`config.mk`:
```
export PLATFORM = sky130hd
export DESIGN_NAME = async_fifo_wr_packer_flat
export DESIGN_NICKNAME = d
export VERILOG_FILES = /design/src/rtl/async_fifo_wr_packer_pkg.sv /design/src/rtl/async_fifo_wr_packer_if.sv /design/src/rtl/async_fifo_wr_packer.sv /design/src/flat_wrapper.sv
export SDC_FILE = /design/constraint.sdc
export NUM_CORES = 1
export LEC_CHECK = 0
export ABC_CLOCK_PERIOD_IN_PS = 2000
export CORE_ASPECT_RATIO = 1.2
export CORE_MARGIN = 2
export CORE_UTILIZATION = 53
export CTS_CLUSTER_SIZE = 14
export DETAILED_ROUTE_END_ITERATION = 12
export PLACE_DENSITY_LB_ADDON = 0.08
export SYNTH_ARGS = -nofsm -noshare
export SYNTH_HDL_FRONTEND = slang
export SYNTH_SLANG_ARGS = --single-unit
```
`constraint.sdc`:
```
create_clock -name wclk -period 2 [get_ports wclk]
set_input_delay 0.4 -clock wclk [delete_from_list [all_inputs] [get_ports wclk]]
set_output_delay 0.4 -clock wclk [all_outputs]
set_load 0.03 [all_outputs]
```
`src/rtl/async_fifo_wr_packer_pkg.sv`:
```
// Shared types, defaults and width helpers for the async_fifo write-side packer.
// ASYNC_FIFO_PACK_TAG_EN adds a {last_flag, lane_count-1} tag above the packed data.
package async_fifo_wr_packer_pkg;

   localparam int unsigned PACK_RATIO_DEFAULT    = 4;
   localparam int unsigned PACK_IN_WIDTH_DEFAULT = 8;

   typedef logic [PACK_IN_WIDTH_DEFAULT-1:0] pack_lane_t;

`ifdef ASYNC_FIFO_PACK_TAG_EN
   localparam bit PACK_TAG_EN = 1'b1;
`else
   localparam bit PACK_TAG_EN = 1'b0;
`endif

   // Lane-count field width; kept at least 1 so RATIO=1 still carries a field.
   function automatic int unsigned pack_cnt_w(input int unsigned ratio);
      return (ratio > 1) ? $clog2(ratio) : 1;
   endfunction

   function automatic int unsigned pack_tag_w(input int unsigned ratio);
      return PACK_TAG_EN ? 1 + pack_cnt_w(ratio) : 32'd0;
   endfunction

endpackage

```
`src/rtl/async_fifo_wr_packer_if.sv`:
```
// Upstream beat stream plus FIFO write port of the packer, grouped as one bundle.
// master is the packer's view; slave is the source/FIFO side.
interface async_fifo_wr_packer_if #(
   parameter int unsigned IN_WIDTH = 8,
   parameter int unsigned W_DW     = 32
);

   logic                in_valid;
   logic                in_ready;
   logic [IN_WIDTH-1:0] in_data;
   logic                in_last;
   logic                w_valid;
   logic                w_ready;
   logic [W_DW-1:0]     w_data;

   modport master (
      input  in_valid, in_data, in_last, w_ready,
      output in_ready, w_valid, w_data
   );

   modport slave (
      output in_valid, in_data, in_last, w_ready,
      input  in_ready, w_valid, w_data
   );

endinterface

```
`src/rtl/async_fifo_wr_packer.sv`:
```
// Packs RATIO narrow beats (or fewer, closed by in_last) into one registered FIFO word.
// Optional tag via ASYNC_FIFO_PACK_TAG_EN: w_data = {last_flag, lane_count-1, data}.
module async_fifo_wr_packer
   import async_fifo_wr_packer_pkg::*;
#(
   parameter int unsigned IN_WIDTH = PACK_IN_WIDTH_DEFAULT,
   parameter int unsigned RATIO    = PACK_RATIO_DEFAULT
) (
   input logic                   wclk,
   input logic                   wrst,
   async_fifo_wr_packer_if.master bus
);

   localparam int unsigned OUT_WIDTH = IN_WIDTH * RATIO;
   localparam int unsigned CNT_W     = pack_cnt_w(RATIO);
   localparam int unsigned TAG_W     = pack_tag_w(RATIO);
   localparam int unsigned W_DW      = OUT_WIDTH + TAG_W;

   logic                 w_valid_q;
   logic [W_DW-1:0]      w_data_q;
   logic [CNT_W-1:0]     lane_q;
   logic [OUT_WIDTH-1:0] acc_q;

   logic                 in_ready;
   logic                 accept;
   logic                 complete;
   logic [OUT_WIDTH-1:0] acc_merged;
   logic [W_DW-1:0]      word;

   // Only the output register's state and w_ready gate the source.
   assign in_ready = ~wrst & (~w_valid_q | bus.w_ready);
   assign accept   = bus.in_valid & in_ready;
   assign complete = accept & ((lane_q == CNT_W'(RATIO - 1)) | bus.in_last);

   // Lanes above lane_q are still zero from the last clear, which zero-pads short words.
   always_comb begin
      acc_merged = acc_q;
      for (int unsigned i = 0; i < RATIO; i++) begin
         if (lane_q == CNT_W'(i)) begin
            acc_merged[i*IN_WIDTH +: IN_WIDTH] = bus.in_data;
         end
      end
   end

   always_comb begin
      word = '0;
`ifdef ASYNC_FIFO_PACK_TAG_EN
      word = {bus.in_last, lane_q, acc_merged};
`else
      word = acc_merged;
`endif
   end

   always_ff @(posedge wclk) begin
      if (wrst) begin
         w_valid_q <= 1'b0;
         w_data_q  <= '0;
         lane_q    <= '0;
         acc_q     <= '0;
      end else if (complete) begin
         // A completing beat can only be taken when the register is free or draining.
         w_valid_q <= 1'b1;
         w_data_q  <= word;
         lane_q    <= '0;
         acc_q     <= '0;
      end else begin
         if (accept) begin
            acc_q  <= acc_merged;
            lane_q <= lane_q + CNT_W'(1);
         end
         if (w_valid_q && bus.w_ready) begin
            w_valid_q <= 1'b0;
         end
      end
   end

   assign bus.in_ready = in_ready;
   assign bus.w_valid  = w_valid_q;
   assign bus.w_data   = w_data_q;

endmodule
```
`src/flat_wrapper.sv`:
```
// flat-port wrapper written by rule: the top's interface ports become plain ports
module async_fifo_wr_packer_flat import async_fifo_wr_packer_pkg::*;
#(
   parameter int unsigned IN_WIDTH = PACK_IN_WIDTH_DEFAULT,
   parameter int unsigned RATIO    = PACK_RATIO_DEFAULT
)
  (wclk, wrst, bus_in_valid, bus_in_data, bus_in_last, bus_w_ready, bus_in_ready, bus_w_valid, bus_w_data);
  async_fifo_wr_packer_if #(.IN_WIDTH(IN_WIDTH)) bus_i ();
  input logic wclk;
  input logic wrst;
  input wire logic [$bits(bus_i.in_valid)-1:0] bus_in_valid;
  input wire logic [$bits(bus_i.in_data)-1:0] bus_in_data;
  input wire logic [$bits(bus_i.in_last)-1:0] bus_in_last;
  input wire logic [$bits(bus_i.w_ready)-1:0] bus_w_ready;
  output wire logic [$bits(bus_i.in_ready)-1:0] bus_in_ready;
  output wire logic [$bits(bus_i.w_valid)-1:0] bus_w_valid;
  output wire logic [$bits(bus_i.w_data)-1:0] bus_w_data;
  assign bus_i.in_valid = bus_in_valid;
  assign bus_i.in_data = bus_in_data;
  assign bus_i.in_last = bus_in_last;
  assign bus_i.w_ready = bus_w_ready;
  assign bus_in_ready = bus_i.in_ready;
  assign bus_w_valid = bus_i.w_valid;
  assign bus_w_data = bus_i.w_data;
  async_fifo_wr_packer #(.IN_WIDTH(IN_WIDTH), .RATIO(RATIO)) u_core (.wclk(wclk), .wrst(wrst), .bus(bus_i));
endmodule
```
==> results.md, run 1 <==
- PostCTS Resize Cnt: 0
- # fillers: between 400 and 500
- Vias in the first global route: approximately 2300
- CP Cell Sequence: clkdlybuf4s50_1
- Post-Syn Area per Cell: 9.71 um^2
- Shortest period the worst path allows: 1.77 ns
- Fraction of layout cells with a size suffix above 1: a little over 10%
- Max Fclk: 0.565 GHz
- CTS Hold Bufs: 0
- Crit path launch type: flop
- Via count: approximately 2600
- Port Buffers: 46
- Setup TNS: 0 ns
- Hold Violations, Final: 0
- Die Area: roughly 0.0064 mm^2
- Reg2reg setup slack: approximately 0.27 ns
- CP endpoint kind: primary output
- Crit path kind: flop to primary output
- Io pins: 47
- Starting density of the core: around 54%
- TritonCTS clock tree: done
- Synthesized net count: ~330
- Area growth syn-to-layout: 23.6%
- Hold_ws: between 0.4 and 0.5 ns
- Ant. Diodes: 0
- Max Cap Violations: 0
- Worst path slowest cell: clkdlybuf4s50_1
- Leak: about 0.0012 uW
- CTS Buf Count: 9
- CTS clk-pin slew, worst paths: roughly 0.070 ns
- Global-route wire length before repair: about 12000 um
- CTS sink count: 67
- RSZ-0062 raised after global routing: no
- Yosys Warn Count: 0
- Die height: 87.1 um
- Worst clock skew: roughly 0.0092 ns
- Final setup vio count: 0
- Most frequent cells in the layout: dfxtp_1, clkdlybuf4s50_1, a21oi_1
- Crit Path Max Fanout: 3
- Vias per cell: 6.38
- Fin. max-slew vios: 0
- Routed WL: 7520 um
- Overall routing resource usage: approximately 24%
- Dpl hpwl: roughly 4600 um
- Site row count: 30
- CP max stage delay: slightly below 0.7 ns
- Seq/Total Area, Yosys: between 40% and 50%
- Clock tree buffer depth: 2
- DR pass1 iterations: 4
- VDD IR max: roughly 560 uV
- Most common cell after layout, fill and taps aside: dfxtp_1
- Congestion Overflow GR: 0
- Total setup buffers inserted after CTS: 0
- Unique masters post-synth: 25
- Pwr/cell area: around 770 mW/mm^2
- Mean routed wirelength per cell: around 18 um
- Antenna Nets Post-Route: 0
- Post-Synthesis Cells: approximately 310
- Fin crit share: 88.5%
- Gpl congestion: between 0.7 and 0.8
- Iter 0 DRT Violations: between 150 and 200
- Synthesis-stage register bit count: 67
- Clock latency on the worst-skew pair: 0.34 ns
- Die width: 73.2 um
- Worst Path Arrival: 1.37 ns
- Clock root buffer: clkbuf_8
- Required @ worst endpoint: around 1.6 ns
- Synthesized cell area: 0.00305 mm^2
- Max H-tree Level: 3
- Core ar.: ~0.0056 mm^2
- Status: complete, no violations
- Tightest Pin Transition: ~0.46 ns
- Max-Slew Margin vs Limit: between 60% and 70%
- Largest net degree at the start of global routing: 35
- Nets: 359
- CP bufs+invs: 1
- CP delay by family, top: buffers and inverters
- Hold Path Class: flop to flop
- Initial antenna violation count: 0
- DRC: 0
power by group:
part / switching, uW / internal, uW / total, uW
clock: 483 / 681 / 1160
sequential: 14.0 / 1360 / 1370
combinational: 211 / 136 / 347
total: 708 / 2180 / 2890
path summary, 6_finish.rpt:
check / start / to / depth (start not counted)
setup / recovery: u_core.bus.w_valid / bus_w_valid / 1
hold / removal: u_core.bus.w_data[19] / u_core.bus.w_data[19] / 1
setup reg to reg: u_core.lane_q[0] / u_core.acc_q[21] / 5
hold reg to reg: u_core.bus.w_data[19] / u_core.bus.w_data[19] / 1
kinds of logic after synthesis:
family	after synthesis	share of synthesized area, %
flip-flops	67	44.0
adder cells (fa/ha/maj)	4	1.64
AND/OR/NAND/NOR	42	8.62
multiplexers	32	10.5
AO/OA/AOI/OAI	116	26.3
buffers and inverters	53	8.95
stage by stage:
step / instances / worst slack, ns / utilization [%] / total power [uW] / instance area, um^2
finish: 411 / 0.230 / 67.4 / 2890 / 3770
global route: 411 / 0.114 / 67.4 / 2980 / 3770
CTS: 411 / 0.217 / 67.4 / 2900 / 3770
detailed placement: 395 / 0.104 / 63.7 / 1750 / 3560
global placement: 395 / 0.104 / 63.7 / 1750 / 3560
floorplan: 314 / 0.215 / - / 1630 / 3050
synth_stat cells:
library cell	instances	area share, %
nor2b_1	1	0.21
inv_1	6	0.74
buf_6	7	2.6
nand2b_1	2	0.41
nand3_1	3	0.49
a211oi_1	13	3.2
o2bb2ai_1	19	5.5
a21oi_1	35	5.7
and2b_1	1	0.25
buf_4	2	0.49
a31oi_4	1	0.70
buf_1	11	1.4
mux2i_1	32	11
buf_2	11	1.8
a31o_1	1	0.29
a31oi_1	13	2.7
or2_1	1	0.21
clkbuf_1	16	2.0
o31ai_1	32	7.9
nand4_1	32	6.6
nor2_1	1	0.12
ha_1	4	1.6
and3_4	1	0.37
dfxtp_1	67	44
o21ai_0	2	0.33
area by class of cell:
type / instances / area, um^2 / share of cell area, %
multi-input cells: 194 / 1440 / 38.1
clock buffers: 15 / 176 / 4.68
repair buffers: 64 / 681 / 18.1
inverters: 6 / 22.5 / 0.598
well taps: 64 / 80.1 / 2.13
flip-flops and latches: 67 / 1340 / 35.6
clock inverters: 1 / 30.0 / 0.797
routing by layer:
metal | vias to the layer above | wire, um | track usage, %
li1 | 1254 | - | -
met4 | 0 | 223 | 9.93
met3 | 14 | 468 | 4.63
met1 | 1247 | 3380 | 34.4
met5 | - | 0 | 0
met2 | 109 | 3450 | 36.4
flip-flops by register name, indices dropped and copies added, names as in the netlist:
signal              cells
u_core.acc_q           32
u_core.bus.w_data      32
u_core.lane_q           2
u_core.bus.w_valid      1
Power figures use the tool's default switching activity.
==> run 2: changes to the inputs <==
--- a/config.mk
+++ b/config.mk
@@ -11,6 +11,7 @@
 export CORE_UTILIZATION = 53
 export CTS_CLUSTER_SIZE = 14
 export DETAILED_ROUTE_END_ITERATION = 12
+export MAX_ROUTING_LAYER = met4
 export PLACE_DENSITY_LB_ADDON = 0.08
 export SYNTH_ARGS = -nofsm -noshare
 export SYNTH_HDL_FRONTEND = slang
==> run 2 against run 1 <==
Effect of this change:
- die area unchanged
- via count fell by 0.15%
- clock-buffer cell count unchanged
- sequential power about the same
==> results.md, run 2 (synthesis gave the netlist of run 1 again) <==
- Dpl hpwl: around 4600 um
- Gpl congestion: 0.762
- DR top layer: met4
- Met1 WL: between 3000 and 4000 um
- Max Cap Violations: 0
- Max-Slew Margin vs Limit: a little over two thirds
- VDD IR max: between 500 and 600 uV
- CP Cell Sequence: clkdlybuf4s50_1
- DR pass1 iterations: 4
- Clock tree buffer depth: 2
- Status: complete, no violations
- Area growth syn-to-layout: 23.6%
- Via count: 2620
- Storage cell area: approximately 0.0013 mm^2
- CP bufs+invs: 1
- Die Area: about 0.0064 mm^2
- Initial antenna violation count: 0
- Port Buffers: 46
- Largest net degree at the start of global routing: 35
- Worst path slowest cell: clkdlybuf4s50_1
- # fillers: roughly 450
- Worst setup margin: between 0.2 and 0.25 ns
- Clock latency on the worst-skew pair: about 0.34 ns
- CP delay by family, top: buffers and inverters
- Io pins: between 40 and 50
- TritonCTS clock tree: done
- Pre-CTS setup slack: between 0.1 and 0.15 ns
- Crit Path Max Fanout: 2
- Crit path launch type: flop
- Setup TNS: 0 ns
- Most common cell after layout, fill and taps aside: dfxtp_1
- Tightest Pin Transition: between 0.4 and 0.5 ns
- CTS sink count: 67
- Ant. Diodes: 0
- Max Fclk: roughly 0.57 GHz
- Site row count: 30
- Vias per cell: about 6.4
- WL met3: between 300 and 400 um
- Pwr/cell area: between 700 and 800 mW/mm^2
- Total setup buffers inserted after CTS: 0
- Routed WL: between 7000 and 8000 um
- RSZ-0062 raised after global routing: no
- Met2 Routed Length: roughly 3500 um
- Crit path kind: flop to primary output
- Fraction of layout cells with a size suffix above 1: 10.1%
- DRC: 0
- Max H-tree Level: 3
- Worst Path Arrival: 1.37 ns
- Clock root buffer: clkbuf_8
- Nets: between 300 and 400
- Worst clock skew: 0.00870 ns
- Starting density of the core: approximately 54%
- Antenna Nets Post-Route: 0
- CTS Hold Bufs: 0
- Multi-input logic area: approximately 0.0014 mm^2
- Iter 0 DRT Violations: about 200
- CTS clk-pin slew, worst paths: 0.07 ns
- CTS Buf Count: 9
- Overall routing resource usage: around a quarter
- Final setup vio count: 0
- Leak: between 0.001 and 0.0015 uW
- PostCTS Resize Cnt: 0
- Hold Violations, Final: 0
- Die width: between 70 and 80 um
- Shortest period the worst path allows: between 1.5 and 2 ns
- Fin crit share: 88.4%
- Congestion Overflow GR: 0
- Mean routed wirelength per cell: 18.0 um
- Die height: slightly below 90 um
- Hold Path Class: flop to flop
- Required @ worst endpoint: between 1.5 and 2 ns
- Core ar.: between 0.005 and 0.006 mm^2
- Global-route wire length before repair: 12000 um
- Fin. max-slew vios: 0
- Vias in the first global route: roughly 2300
- Most frequent cells in the layout: dfxtp_1, clkdlybuf4s50_1, a21oi_1
- CP max stage delay: approximately 0.68 ns
- CP endpoint kind: primary output
-- run 2: cell counts in the layout (fill, tap and decap cells not counted) --
Identical to the previous run, type by type.
-- run 2: worst register-to-register path, delay by kind of cell, from the launching register on --
| kind | cells | cell delay, ns |
|---|---|---|
| AOI/OAI and AO/OA | 2 | 0.44 |
| DFF | 1 | 0.35 |
| buffers and inverters | 2 | 0.37 |
| adders and majority gates | 1 | 0.45 |
-- run 2: metal layers --
layer | GRT usage (%) | vias to the layer above
met3 | 4.51 | 14
met2 | 36.3 | 88
met5 | - | -
met1 | 34.7 | 1265
met4 | 9.93 | 0
li1 | - | 1253
-- run 2: worst paths after layout --
check,cells after the start,start,slack (ns),endpoint
worst max register to register,5,u_core.lane_q[0],0.27,u_core.acc_q[21]
worst min-delay path,1,u_core.bus.w_data[9],0.46,u_core.bus.w_data[9]
worst min register to register,1,u_core.bus.w_data[9],0.46,u_core.bus.w_data[9]
worst max-delay path,1,u_core.bus.w_data[0],0.23,bus_w_data[0]
-- run 2: final cells by class --
| type | instances | area share, % |
|---|---|---|
| multi-input cells | 194 | 38.1 |
| inverters | 6 | 0.598 |
| clock inverters | 1 | 0.797 |
| clock buffers | 15 | 4.68 |
| well taps | 64 | 2.13 |
| repair buffers | 64 | 18.1 |
| flip-flops and latches | 67 | 35.6 |
-- run 2: power by group --
part	switching, uW	internal (uW)
sequential	13.9	1360
combinational	210	136
clock	480	681
total	704	2180
-- run 2: through the flow --
step | hold slack, ns | instance area [um^2] | util, % | std cells | power (uW)
after floorplan | 0.445 | 3050 | - | 314 | 1630
after global placement | 0.443 | 3560 | 63.7 | 395 | 1750
after detailed placement | 0.446 | 3560 | 63.7 | 395 | 1750
after CTS | 0.466 | 3770 | 67.4 | 411 | 2900
after global routing | 0.475 | 3770 | 67.4 | 411 | 2980
final | 0.463 | 3770 | 67.4 | 411 | 2880
